File: src/rtl/lsq_fifo.sv
// Program-ordered load/store queue: dispatch allocates, AGU/CDB fill in place, memory side drains the head.
// Define LSQ_FULL_ALLOC_EN to let a full queue accept an allocation in the same cycle as a dequeue.

typedef struct packed {
  logic [31:0] address;
  logic [31:0] result;
  logic [3:0]  ROB_entry;
} lsq_packet_t;

module lsq_fifo #(
  parameter int DEPTH     = 8,
  parameter int IDX_W     = $clog2(DEPTH),
  parameter int ROB_IDX_W = 4
) (
  input  logic                 clk,
  input  logic                 reset,
  input  logic                 alloc_valid,
  input  logic                 alloc_is_load,
  input  logic [ROB_IDX_W-1:0] alloc_rob_entry,
  input  logic                 alloc_data_ready,
  input  logic [31:0]          alloc_data,
  input  logic [ROB_IDX_W-1:0] alloc_data_tag,
  output logic                 alloc_ready,
  output logic [IDX_W-1:0]     alloc_idx,
  input  logic                 agu_valid,
  input  logic [IDX_W-1:0]     agu_idx,
  input  logic [31:0]          agu_address,
  input  logic                 cdb_valid,
  input  logic [ROB_IDX_W-1:0] cdb_rob_entry,
  input  logic [31:0]          cdb_result,
  input  logic                 flush,
  input  logic                 rd_en,
  output logic                 head_load,
  output logic                 head_ready,
  output lsq_packet_t          mem_out,
  output logic [IDX_W:0]       count
);

  localparam int PTR_W = IDX_W + 1;

  logic [PTR_W-1:0]     head_ptr;
  logic [PTR_W-1:0]     tail_ptr;
  logic [IDX_W-1:0]     head_idx;
  logic [IDX_W-1:0]     tail_idx;
  logic                 empty;
  logic                 full;

  logic [DEPTH-1:0]     valid;
  logic [DEPTH-1:0]     is_load;
  logic [DEPTH-1:0]     addr_valid;
  logic [DEPTH-1:0]     data_valid;
  logic [31:0]          addr_mem [DEPTH];
  logic [31:0]          data_mem [DEPTH];
  logic [ROB_IDX_W-1:0] rob_mem  [DEPTH];
  logic [ROB_IDX_W-1:0] tag_mem  [DEPTH];

  logic                 alloc_fire;
  logic                 deq_fire;
  logic                 agu_fire;
  logic                 alloc_cdb_hit;
  logic                 alloc_data_valid;
  logic [DEPTH-1:0]     snoop_hit;

  assign head_idx = head_ptr[IDX_W-1:0];
  assign tail_idx = tail_ptr[IDX_W-1:0];
  assign empty    = (head_ptr == tail_ptr);
  assign full     = (head_idx == tail_idx) && (head_ptr[IDX_W] != tail_ptr[IDX_W]);

`ifdef LSQ_FULL_ALLOC_EN
  assign alloc_ready = !full || rd_en;
`else
  assign alloc_ready = !full;
`endif

  assign alloc_idx = tail_idx;
  assign count     = tail_ptr - head_ptr;

  // Flush discards every other update made in the same cycle.
  assign alloc_fire = alloc_valid && alloc_ready && !flush;
  assign deq_fire   = rd_en && !empty && !flush;
  assign agu_fire   = agu_valid && valid[agu_idx] && !flush;

  assign alloc_cdb_hit    = cdb_valid && !alloc_is_load && !alloc_data_ready &&
                            (alloc_data_tag == cdb_rob_entry);
  assign alloc_data_valid = alloc_is_load || alloc_data_ready || alloc_cdb_hit;

  always_comb begin
    snoop_hit = '0;
    for (int i = 0; i < DEPTH; i++) begin
      snoop_hit[i] = cdb_valid && valid[i] && !is_load[i] && !data_valid[i] &&
                     (tag_mem[i] == cdb_rob_entry);
    end
  end

  // Control state; allocation is written last so it owns a slot freed by a same-cycle dequeue.
  always_ff @(posedge clk or posedge reset) begin
    if (reset) begin
      head_ptr   <= '0;
      tail_ptr   <= '0;
      valid      <= '0;
      is_load    <= '0;
      addr_valid <= '0;
      data_valid <= '0;
    end else if (flush) begin
      valid    <= '0;
      tail_ptr <= head_ptr;
    end else begin
      data_valid <= data_valid | snoop_hit;
      if (agu_fire) begin
        addr_valid[agu_idx] <= 1'b1;
      end
      if (deq_fire) begin
        valid[head_idx] <= 1'b0;
        head_ptr        <= head_ptr + PTR_W'(1);
      end
      if (alloc_fire) begin
        valid[tail_idx]      <= 1'b1;
        is_load[tail_idx]    <= alloc_is_load;
        addr_valid[tail_idx] <= 1'b0;
        data_valid[tail_idx] <= alloc_data_valid;
        tail_ptr             <= tail_ptr + PTR_W'(1);
      end
    end
  end

  always_ff @(posedge clk) begin
    if (!flush) begin
      for (int i = 0; i < DEPTH; i++) begin
        if (snoop_hit[i]) begin
          data_mem[i] <= cdb_result;
        end
      end
      if (agu_fire) begin
        addr_mem[agu_idx] <= agu_address;
      end
      if (alloc_fire) begin
        rob_mem[tail_idx]  <= alloc_rob_entry;
        tag_mem[tail_idx]  <= alloc_data_tag;
        data_mem[tail_idx] <= alloc_cdb_hit ? cdb_result : alloc_data;
      end
    end
  end

  assign head_load  = valid[head_idx] && is_load[head_idx];
  assign head_ready = valid[head_idx] && addr_valid[head_idx] && data_valid[head_idx];

  always_comb begin
    mem_out = '0;
    if (!empty) begin
      mem_out.address   = addr_mem[head_idx];
      mem_out.result    = data_mem[head_idx];
      mem_out.ROB_entry = rob_mem[head_idx];
    end
  end

endmodule

File: config.mk
export PLATFORM = sky130hd
export DESIGN_NAME = lsq_fifo
export DESIGN_NICKNAME = d
export VERILOG_FILES = /design/src/rtl/lsq_fifo.sv
export SDC_FILE = /design/constraint.sdc
export NUM_CORES = 1
export LEC_CHECK = 0
export ABC_AREA = 1
export BUFFER_PORTS_ARGS = -buffer_cell sky130_fd_sc_hd__buf_4
export CORE_ASPECT_RATIO = 0.9
export CORE_MARGIN = 2
export CORE_UTILIZATION = 47
export DETAILED_ROUTE_END_ITERATION = 12
export GPL_ROUTABILITY_DRIVEN = 0
export RECOVER_POWER = 25
export SLEW_MARGIN = 30
export SYNTH_ARGS = -nofsm -noshare
export SYNTH_HDL_FRONTEND = slang
export SYNTH_SLANG_ARGS = --single-unit
export TNS_END_PERCENT = 30
File: constraint.sdc
create_clock -name clk -period 5.72 [get_ports clk]
set_clock_uncertainty 0.2 [all_clocks]
set_input_delay 0.858 -clock clk [delete_from_list [all_inputs] [get_ports clk]]
set_output_delay 0.858 -clock clk [all_outputs]
set_load 0.01 [all_outputs]
# After elaboration in Yosys (flattened, before gate mapping)
# Memory sizes are Yosys's and may differ from the RTL's.
# Cells that the tools add are included.
totals:
  regBits: 40
  ram_bits: 576
  input_bits: 120
  out_inout_bits: 78
  memories: 4
op_classes:
  add_sub_neg: 3
  n_lt_le_gt_ge: 6
  n_eq_ne: 12
  n_mux: 60
  bitwise_logic: 8
  n_reduce_logical: 74
memory_table:
  columns: ["name", "words", "width", "read_ports", "rd_ports_with_merged_regs", "wr", "line_no", "rtl"]
  rows:
  - ["addr_mem", 8, 32, 1, 0, 1, "52", "logic [31:0] addr_mem [DEPTH];"]
  - ["data_mem", 8, 32, 1, 0, 9, "53", "logic [31:0] data_mem [DEPTH];"]
  - ["rob_mem", 8, 4, 1, 0, 1, "54", "logic [ROB_IDX_W-1:0] rob_mem [DEPTH];"]
  - ["tag_mem", 8, 4, 8, 0, 1, "55", "logic [ROB_IDX_W-1:0] tag_mem [DEPTH];"]
op_table:
  columns: ["op", "count"]
  rows:
  - ["2-to-1 mux 68 bit", 1]
  - ["2-to-1 mux 8 bit", 8]
  - ["logical AND 1 bit", 48]
  - ["== test 4 bit", 10]
  - ["2-to-1 mux 1 bit", 38]
  - ["2-to-1 mux 32 bit", 1]
  - ["bitwise OR 8 bit", 3]
  - ["logical NOT 1 bit", 21]
  - ["AND 8 bit", 2]
  - ["bitwise mux 8 bit", 2]
  - ["NOT 8 bit", 2]
  - ["binary-select mux 1 bit (select 3 bit)", 5]
  - ["less-than comparator 3 x 4 -> 1 bit, second input constant", 3]
  - ["demux 1 bit (select 3 bit)", 3]
  - [">= comparator 3 x 1 -> 1 bit, second input constant", 3]
  - ["adder 4 x 1 -> 4 bit, second input constant", 2]
  - ["2-to-1 mux 4 bit", 2]
  - ["AND reduction 2 bit", 2]
  - ["subtractor 4 bit", 1]
  - ["== test 3 bit", 1]
  - ["logical OR 1 bit", 2]
  - ["nonzero test 2 bit", 1]
  - ["inequality test 1 bit", 1]
  - ["NOT 1 bit", 1]

# Depth between registers and ports, before layout
logic_depth:
  word_depth: 11
  mapped_depth: 12
  mapped_depth_nobuf: 11

# Least setup slack after synthesis
# No wires, ideal clock.
synth_timing:
  kind: "register -> register"
  from: "register tail_ptr[0]"
  to: "memory data_mem[1][0], enable pin"
  setup_time_ps: 389
  arrival_time_ps: 2602
  t_required_ps: 5131
  slack_ps: 2528
  stages_incl_launch_ff: 12
  n_path_buf: 2
  period_less_slack_ps: 3192
  path_cell_list: "dfrtp_1 inv_2 ha_1 inv_1 nor2_1 nand2_2 nand3_4 nor2_4 buf_4 buf_6 inv_1 nand2_1"
synth_lines:
  columns: ["element", "line_no", "rtl"]
  rows:
  - ["from (decl)", "42", "logic [PTR_W-1:0] tail_ptr;"]
  - ["from (signal assigned)", "106", "tail_ptr <= head_ptr;"]
  - ["from (signal assigned)", "121", "tail_ptr <= tail_ptr + PTR_W'(1);"]
  - ["to (decl)", "53", null]

==> qor.csv <==
stage,metric,value,unit
drt,drt_first_iter_violations,1916,
critical_path,reg2reg_to,data_mem[0][26],
grt,grt_pass1_wl,124100,um
sta,maxSlewHeadroom,-0.5976,
die,core,0.06237,mm^2
logic_synthesis,ys_seq_elements,616,
critical_path,critPathKind,flop to output pin,
sta,rsz0062_at_grt,false,
grt,grt_pass1_vias,20850,
hold_path,hold_depth,2,
clocking,clk_path_buf_depth,3,
critical_path,reg2reg_from,head_ptr[1],
outcome,violations,"capacitance limit, slew limit",
drt,viasPerCell,5.686,
hold_path,hold_path.class,flop to flop,
drt,drt_wl_total,81410,um
logic_synthesis,synth_fp_nets,2901,
outcome,status,"complete, but fails checks",
critical_path,critical_path.startpoint_type,flop,
logic_synthesis,synth_area_per_cell,10.63,um^2
sta,final_hold_viol_count,0,
logic_synthesis,yosysUniqueCellTypes,37,
sta,report.final.slew_viol_count,41,
logic_synthesis,yosysWarnings,0,
clocking,cts_tree,yes,
drt,drtAntennaViolNets,0,
run,drv_cap,1,
drt,vias,21600,
clocking,clock_latency,0.62,ns
power_and_ir_drop,powerDensity,462.1,mW/mm^2
finish,syn_to_final_growth,14.12,%
finish,final_cells,3799,
clocking,hold_buffers,0,
die,row_count,87,
drt,wl_per_cell,21.43,um
critical_path,cp_max_fo,28,
finish,fillers,5440,
sta,tightest_slew,2.396,ns
clocking,cts_inserted_buffers,67,
grt,grt-ovfl-total,0,
drt,firstDrtPassIters,6,
drt,drc,0,
placed_design,dp.cells,3680,
grt,grt_max_degree,207,
critical_path,cp.required,4.66,ns
placed_design,dp_hpwl,45400,um
sta,setup_violations,0,
logic_synthesis,yosysSeqAreaShare,0.6205,
sta,period_share,0.8178,
sta,setup_tns,0,ns
die,die_h,241.6,um
clocking,clock-sinks,616,
clocking,cts_setup_buffers,0,
critical_path,crit_path_end_kind,output pin,
logic_synthesis,syn-instance-count,2775,
sta,fmax,213.8,MHz
clocking,cts_root_buffer,clkbuf_16,
die,start_util,0.4728,
critical_path,reg2reg_depth,10,
power_and_ir_drop,vdd_drop_max,0.0003367,V
finish,final_nets,3030,
clocking,path_clk_slew,0.06,ns
logic_synthesis,syn_area,0.02949,mm^2
placed_design,portBuffers,197,
die,dieArea,0.06477,mm^2
power_and_ir_drop,power,0.01555,W
die,die_x,268.0,um
sta,fin_crit,4.678,ns
clocking,cts_resized,0,
die,ios,198,
finish,drive_gt1_frac,0.1277,
grt,grt_use_total,0.2518,
hold_path,min_from,head_ptr[3],
critical_path,rrSetupSlack,2.08,ns
hold_path,min_to,head_ptr[3],
power_and_ir_drop,leakage,11.84,nW
clocking,htree_levels,3,
sta,worst_hold_slack,0.3079,ns
grt,antenna_found_initial,2,
critical_path,crit_arrival,3.62,ns
-- routing by layer --
metal	share of wire	vias to the layer above	track usage
met3	0.067	137	0.03676
li1	-	10190	-
met5	0.00012	-	0
met4	0.024	2	0.07065
met1	0.41	10520	0.3357
met2	0.49	764	0.4283
-- cells by family (layout without fill, tap and decap cells) --
| group | Yosys count | after routing | share of synthesized area |
|---|---|---|---|
| DFF | 616 | 616 | 0.6205 |
| and+or+nand+nor | 869 | 869 | 0.1501 |
| buffers and inverters | 425 | 603 | 0.06390 |
| other | 0 | 1 | 0 |
| adders and majority gates | 6 | 6 | 0.002800 |
| AOI/OAI and AO/OA | 850 | 850 | 0.1598 |
| xor gates and xnor gates | 9 | 9 | 0.002928 |
-- synthesized netlist by cell type --
| cell type | n | area, um^2 |
|---|---|---|
| xor2_1 | 5 | 43.79 |
| nand2_1 | 220 | 825.8 |
| buf_6 | 18 | 202.7 |
| a31oi_1 | 68 | 425.4 |
| o211ai_1 | 11 | 82.58 |
| o22ai_1 | 1 | 6.260 |
| xnor2_1 | 3 | 26.28 |
| nand2_2 | 2 | 12.51 |
| edfxtp_1 | 576 | 17300 |
| o21ai_1 | 72 | 360.4 |
| a21boi_0 | 1 | 7.510 |
| nor2_1 | 267 | 1002 |
| nand4_4 | 30 | 638.1 |
| inv_1 | 235 | 882.1 |
| clkbuf_1 | 88 | 330.3 |
| ha_1 | 5 | 62.56 |
| dfrtp_1 | 40 | 1001 |
| clkbuf_4 | 2 | 15.01 |
| nor2_4 | 10 | 112.6 |
| o21ai_0 | 546 | 2733 |
| nand2_4 | 14 | 157.7 |
| buf_4 | 20 | 150.1 |
| nor2_8 | 1 | 20.02 |
| nand3_4 | 1 | 17.52 |
| fa_1 | 1 | 20.02 |
| inv_2 | 5 | 18.77 |
| nand3_1 | 306 | 1531 |
| nand3b_1 | 1 | 7.510 |
| a21oi_1 | 14 | 70.07 |
| buf_2 | 48 | 240.2 |
| nor3_1 | 5 | 25.02 |
| clkinv_1 | 1 | 3.750 |
| nand4_1 | 12 | 75.07 |
| o21a_1 | 137 | 1028 |
| buf_8 | 1 | 15.01 |
| buf_1 | 7 | 26.28 |
| xnor2_2 | 1 | 16.27 |
-- through the flow --
step	area, um^2	utilization	worst slack, ns
final	33650	0.5396	1.042
after CTS	33790	0.5418	0.9520
after floorplan	29490	-	2.528
after detailed placement	31580	0.5063	1.611
after global placement	31490	0.5048	1.658
after global routing	33650	0.5395	0.8320
-- registers in the layout, indices dropped and copies added, names as in the netlist --
signal and flops:
tag_mem 32, valid 8, addr_valid 8, addr_mem 256
head_ptr 4, rob_mem 32, data_valid 8, tail_ptr 4
is_load 8, data_mem 256
-- cell usage in the layout, fill, tap and decap left out, types with 9 or more instances in the layout --
cell	Yosys	layout
edfxtp_1	576	576
o21ai_0	546	546
nand3_1	306	305
nor2_1	267	264
inv_1	235	234
nand2_1	220	211
buf_4	20	193
o21a_1	137	137
o21ai_1	72	72
a31oi_1	68	68
clkbuf_16	0	67
clkbuf_1	88	52
dfrtp_1	40	39
nand4_4	30	30
nand2_4	14	16
a21oi_1	14	14
nor2_4	10	13
clkinv_1	1	13
nand4_1	12	12
o211ai_1	11	11
nand2_2	2	9
bufinv_16	0	9
clkinv_2	0	9
-- where the power goes --
part,internal (W),switching (W),total (W)
Combinational,0.00203,0.00365,0.00568
Clock,0.00258,0.00183,0.00441
Sequential,0.00530,0.000166,0.00546
Total,0.00991,0.00565,0.0156
-- cell type report --
class	count	area, um^2	area share
sequential	616	18300	0.5438
multi-input combinational	1734	9387	0.2789
timing repair buffer	244	1778	0.05283
clock buffer	78	1718	0.05104
tap	845	1057	0.03141
inverter	241	912.1	0.02710
clock inverter	40	499.2	0.01483
antenna	1	2.502	0.00007435
-- worst max-delay path: stages (launching register included) --
cell	delay, ns
dfrtp_1	0.59
inv_1	0.22
ha_1	0.33
nand2_1	0.06
nor2_1	0.19
nand2_1	0.15
inv_2	0.56
buf_4	0.50
a31oi_1	0.18
buf_4	0.20
-- worst max-delay path by stage --
stage	endpoint	depth (start not counted)	from	slack [ns]
finish	mem_out[0]	9	head_ptr[1]	1.04
global route	mem_out[0]	9	head_ptr[1]	0.83
CTS	mem_out[0]	9	head_ptr[1]	0.95
detailed placement	data_mem[7][23]	9	cdb_rob_entry[2]	1.61
global placement	data_mem[6][20]	9	cdb_rob_entry[2]	1.66
floorplan	data_mem[1][0]	11	tail_ptr[0]	2.53
Power figures use the tool's default switching activity.
